## src/rtl/lieat_exu_wbck_sb.sv

```systemverilog
// Writeback sink and scoreboard: per-register outstanding-write counters, hazard flags, regfile write port.
// Optional same-cycle operand bypass is compiled in with LIEAT_WBCK_BYPASS_EN.
`ifndef XLEN
`define XLEN 32
`endif
`ifndef REG_IDX
`define REG_IDX 5
`endif

module lieat_exu_wbck_sb #(
  parameter int CNT_W = 2
) (
  input  logic                clock,
  input  logic                reset,
  input  logic                issue_valid,
  input  logic                issue_rd_en,
  input  logic [`REG_IDX-1:0] issue_rd,
  input  logic [`REG_IDX-1:0] issue_rs1,
  input  logic [`REG_IDX-1:0] issue_rs2,
  output logic                issue_ready,
  input  logic                wbck_i_valid,
  input  logic [4:0]          wbck_i_op,
  input  logic [`XLEN-1:0]    wbck_i_pc,
  input  logic                wbck_i_en,
  input  logic [`REG_IDX-1:0] wbck_i_rd,
  input  logic [`XLEN-1:0]    wbck_i_data,
  input  logic                wbck_i_ebreak,
  output logic                rs1_busy,
  output logic                rs2_busy,
  output logic                fwd_rs1_vld,
  output logic                fwd_rs2_vld,
  output logic [`XLEN-1:0]    fwd_rs1_data,
  output logic [`XLEN-1:0]    fwd_rs2_data,
  output logic                rf_wen,
  output logic [`REG_IDX-1:0] rf_waddr,
  output logic [`XLEN-1:0]    rf_wdata,
  output logic [63:0]         instret,
  output logic                halted,
  output logic                sb_underflow
);

  localparam int NREG = 1 << `REG_IDX;

  // Entry 0 is never written, so x0 reads as an idle register.
  logic [CNT_W-1:0] cnt_q [NREG];
  logic [CNT_W-1:0] cnt_d [NREG];
  logic [63:0]      instret_q, instret_d;
  logic             halted_q, halted_d;
  logic             uflow_q, uflow_d;

  logic issue_fire, wb_fire, inc_en, same_reg;
  logic rs1_raw_busy, rs2_raw_busy;
  logic unused_wbck_meta;

  assign unused_wbck_meta = ^{wbck_i_op, wbck_i_pc};

  assign wb_fire     = wbck_i_valid & wbck_i_en & (wbck_i_rd != '0);
  assign same_reg    = wb_fire & (wbck_i_rd == issue_rd);
  assign issue_ready = ~halted_q & ~((cnt_q[issue_rd] == '1) & issue_rd_en & ~same_reg);
  assign issue_fire  = issue_valid & issue_ready;
  assign inc_en      = issue_fire & issue_rd_en & (issue_rd != '0);

  always_comb begin
    cnt_d[0] = '0;
    for (int unsigned r = 1; r < NREG; r++) begin
      cnt_d[r] = cnt_q[r];
      if (inc_en && issue_rd == `REG_IDX'(r)) begin
        if (!(wb_fire && wbck_i_rd == `REG_IDX'(r)))
          cnt_d[r] = cnt_q[r] + CNT_W'(1);
      end else if (wb_fire && wbck_i_rd == `REG_IDX'(r) && cnt_q[r] != '0) begin
        cnt_d[r] = cnt_q[r] - CNT_W'(1);
      end
    end
  end

  always_comb begin
    instret_d = instret_q;
    halted_d  = halted_q;
    uflow_d   = uflow_q;
    if (wbck_i_valid)                  instret_d = instret_q + 64'd1;
    if (wbck_i_valid && wbck_i_ebreak) halted_d  = 1'b1;
    if (wb_fire && cnt_q[wbck_i_rd] == '0) uflow_d = 1'b1;
  end

  always_ff @(posedge clock or negedge reset) begin
    if (!reset) begin
      for (int unsigned r = 0; r < NREG; r++) cnt_q[r] <= '0;
      instret_q <= '0;
      halted_q  <= 1'b0;
      uflow_q   <= 1'b0;
    end else begin
      for (int unsigned r = 0; r < NREG; r++) cnt_q[r] <= cnt_d[r];
      instret_q <= instret_d;
      halted_q  <= halted_d;
      uflow_q   <= uflow_d;
    end
  end

  assign rs1_raw_busy = (issue_rs1 != '0) & (cnt_q[issue_rs1] != '0);
  assign rs2_raw_busy = (issue_rs2 != '0) & (cnt_q[issue_rs2] != '0);

`ifdef LIEAT_WBCK_BYPASS_EN
  logic hit1, hit2;
  // Forward only when this writeback retires the last outstanding write.
  assign hit1 = wb_fire & (wbck_i_rd == issue_rs1) & (cnt_q[issue_rs1] == CNT_W'(1));
  assign hit2 = wb_fire & (wbck_i_rd == issue_rs2) & (cnt_q[issue_rs2] == CNT_W'(1));
  assign rs1_busy     = rs1_raw_busy & ~hit1;
  assign rs2_busy     = rs2_raw_busy & ~hit2;
  assign fwd_rs1_vld  = hit1;
  assign fwd_rs2_vld  = hit2;
  assign fwd_rs1_data = hit1 ? wbck_i_data : '0;
  assign fwd_rs2_data = hit2 ? wbck_i_data : '0;
`else
  assign rs1_busy     = rs1_raw_busy;
  assign rs2_busy     = rs2_raw_busy;
  assign fwd_rs1_vld  = 1'b0;
  assign fwd_rs2_vld  = 1'b0;
  assign fwd_rs1_data = '0;
  assign fwd_rs2_data = '0;
`endif

  assign rf_wen       = wb_fire;
  assign rf_waddr     = wbck_i_rd;
  assign rf_wdata     = wbck_i_data;
  assign instret      = instret_q;
  assign halted       = halted_q;
  assign sb_underflow = uflow_q;

endmodule
```

## config.mk

```make
export PLATFORM = sky130hd
export DESIGN_NAME = lieat_exu_wbck_sb
export DESIGN_NICKNAME = d
export VERILOG_FILES = /design/src/rtl/lieat_exu_wbck_sb.sv
export SDC_FILE = /design/constraint.sdc
export NUM_CORES = 1
export LEC_CHECK = 0
export BUFFER_PORTS_ARGS = -buffer_cell sky130_fd_sc_hd__buf_2
export CORE_ASPECT_RATIO = 1.75
export CORE_MARGIN = 1
export CORE_UTILIZATION = 58
export CTS_BUF_LIST = sky130_fd_sc_hd__clkbuf_8
export DETAILED_ROUTE_END_ITERATION = 10
export PLACE_DENSITY = 0.88
export RECOVER_POWER = 100
export SLEW_MARGIN = 30
export SYNTH_ARGS = -nofsm -noshare
export SYNTH_HDL_FRONTEND = slang
export SYNTH_SLANG_ARGS = --single-unit
export TNS_END_PERCENT = 20
```

## constraint.sdc

```tcl
create_clock -name clock -period 8.98 [get_ports clock]
set_input_delay 1.796 -clock clock [delete_from_list [all_inputs] [get_ports clock]]
set_output_delay 1.796 -clock clock [all_outputs]
set_load 0.05 [all_outputs]
```

==> run_results.csv <==
group,metric,value,unit
pwr,vdd_drop_max,0.107,mV
status,violations,"max-capacitance violations, max-slew violations",
drt,first_iter_violations,812,
floorplanning,die_w,96.6,um
final_layout,nets,1140,
setup_path,path_common_cell,"clkbuf_1",
clock_tree,cts_tree,"done",
clock_tree,h-tree-depth,4,
synthesis,synth_edf_count,0,
synthesis,syn_avg_cell_area,9.10,um^2
synthesis,synth.distinct_cells,67,
clock_tree,clk_latency,0.45,ns
timing,hold_viol,0,
synthesis,ys_seq_elements,128,
timing,fin_tns_setup,0,ns
grt,grt_max_degree,80,
synthesis,synth_top_flop_cell,"dfrtp_1",
grt,grt_pass1_vias,8119,
grt,grt_pass1_wl,41300,um
floorplanning,start_util,0.593,
clock_tree,numClockSinks,128,
clock_tree,post_cts_resized,0,
timing,fin_crit,7.36,ns
synthesis,synthCells,999,
setup_path,end_kind,"primary output",
floorplanning,die_y,168,um
setup_path,cp_data_required_time,7.18,ns
drt,wl_per_cell,20.2,um
job,maxCapViolations,3,
min_path,worstHoldPathType,"reg2reg",
drt,drc,0,
clock_tree,cts_setup_buffers,0,
setup_path,cpMaxStageDelayCell,"clkbuf_1",
floorplanning,dieArea,0.0162,mm^2
pwr,p_total,1490,uW
drt,vias_per_cell,6.49,
synthesis,synth_top_cell_area_share,0.352,
clock_tree,cts_made_buffers,17,
setup_path,start_kind,"input pin",
timing,rsz0062_at_grt,"false",
synthesis,synth_top_cell_by_area,"dfrtp_1",
floorplanning,ioPinCount,269,
grt,antenna_found_initial,0,
setup_path,cp.arrival,5.57,ns
pwr,powerDensity,159,mW/mm^2
clock_tree,clockBufferDepth,2,
drt,num_vias,8056,
status,status,"finished with violations",
final_layout,area_growth,3.54,%
placement,io_buffers,101,
synthesis,ys_async_sr_fraction,1.00,
clock_tree,postCtsHoldBufs,0,
drt,firstDrtPassIters,5,
placement,dp_hpwl,18000,um
setup_path,path_class,"in2out",
final_layout,fin_util,0.614,
setup_path,max_stage_delay,1.21,ns
floorplanning,fp.coreArea,0.0153,mm^2
floorplanning,num_rows,60,
timing,worst_pin_slew,4.33,ns
timing,finalCritPeriodShare,0.820,
placement,gp_congestion,1.03,
synthesis,ys_seq_area_frac,0.352,
grt,track_usage,0.322,
synthesis,synth.area.top_cells,"dfrtp_1, buf_4, mux4_2, xnor2_1, nor2_1",
clock_tree,path_clk_slew,0.08,ns
grt,grt-ovfl-total,0,
timing,slew_headroom,-1.88,
setup_path,path_max_fanout,30,
synthesis,netlist_area,0.00909,mm^2
drt,wl,25100,um
final_layout,drive_gt1_frac,0.0985,
timing,setup_viol,0,
clock_tree,root_buffer,"clkbuf_8",
pwr,p_leak,0.00406,uW
timing,report.final.slew_viol_count,111,
setup_path,path_cells,"clkbuf_1, mux4_1, mux2_1, a221o_1, nand4_1, buf_4, a21oi_1, nor2_1, clkbuf_1",
synthesis,yosys_warnings,0,
timing,skew,0.0211,ns
drt,ant_nets,0,
timing,max_freq,0.136,GHz
final_layout,n_antenna_cell,0,
cells in the final DEF, fill, tap and decap left out, drive strengths merged, types with 10 or more instances in the layout:
cell / n
a211oi: 22
a21oi: 39
a31oi: 11
and3: 23
and4: 10
buf: 26
clkbuf: 95
conb: 66
dfrtp: 128
inv: 21
mux2i: 13
mux4: 25
nand2: 71
nand3: 52
nand3b: 11
nand4: 36
nor2: 88
nor2b: 10
nor3: 45
nor3b: 10
o21ai: 26
or2: 11
xnor2: 58
xor2: 20
Yosys cell counts, types with 22 or more instances:
library cell  count
dfrtp_1         128
buf_4           103
nor2_1           88
nand2_1          71
xnor2_1          58
nand3_1          52
nor3_1           45
a21oi_1          39
nand4_1          36
clkbuf_1         25
o21ai_0          25
and3_1           23
mux4_2           23
a211oi_1         22
through the flow:
stage | cells | area [um^2] | hold WS [ns] | setup slack (ns)
after global placement | 1210 | 9140 | 0.461 | 2.72
after floorplan | 1064 | 9330 | 0.501 | 3.13
after detailed placement | 1210 | 9150 | 0.470 | 2.70
final | 1242 | 9410 | 0.488 | 1.62
after CTS | 1242 | 9550 | 0.485 | 2.69
after global routing | 1242 | 9410 | 0.512 | 1.50
path summary, 6_finish.rpt:
check	from	to	slack, ns	cells past startpoint
max in group asynchronous	reset	instret[56]$_DFFE_PN0P_	3.69	1
min in group asynchronous	reset	cnt_q[46]$_DFFE_PN0P_	2.86	1
min	instret[28]$_DFFE_PN0P_	instret[28]$_DFFE_PN0P_	0.49	1
max reg2reg	instret[3]$_DFFE_PN0P_	instret[51]$_DFFE_PN0P_	5.03	7
max	issue_rd[1]	issue_ready	1.62	9
min reg2reg	instret[28]$_DFFE_PN0P_	instret[28]$_DFFE_PN0P_	0.49	1
cell families after synthesis:
| group | after synthesis | synth area share |
|---|---|---|
| xor gates and xnor gates | 78 | 0.0752 |
| adders and majority gates | 1 | 0.00138 |
| DFF | 128 | 0.352 |
| buffers and inverters | 158 | 0.111 |
| and+or+nand+nor | 424 | 0.249 |
| other | 1 | 0.000413 |
| muxes | 44 | 0.0849 |
| AOI/OAI and AO/OA | 165 | 0.125 |
where the power goes:
| group | internal [uW] | switching [uW] |
|---|---|---|
| registers | 606 | 45.0 |
| logic | 75.4 | 237 |
| clock network | 256 | 274 |
| total | 937 | 556 |
state kept, by name, indices dropped and copies added, names as in the netlist:
| name | count |
|---|---|
| halted | 1 |
| sb_underflow | 1 |
| instret | 64 |
| cnt_q | 62 |
critical path: cells and delay by family:
kind | cells | cell delay [ns]
buffers and inverters | 3 | 1.98
AO/OA/AOI/OAI | 2 | 0.43
multiplexers | 2 | 1.11
AND/OR/NAND/NOR | 2 | 0.22
layer usage:
layer	GRT usage	wire length, um
met5	0	0
met3	0.0630	1940
met4	0.213	1690
met1	0.354	8600
met2	0.558	12900
final cells by class:
type,count,area [um^2]
clock buffers,17,234
flip-flops and latches,128,3200
repair buffers,104,430
inverters,14,52.6
well taps,186,233
multi-input cells,778,5080
fillers,1387,5900
clock inverters,15,174
Power figures use the tool's default switching activity.
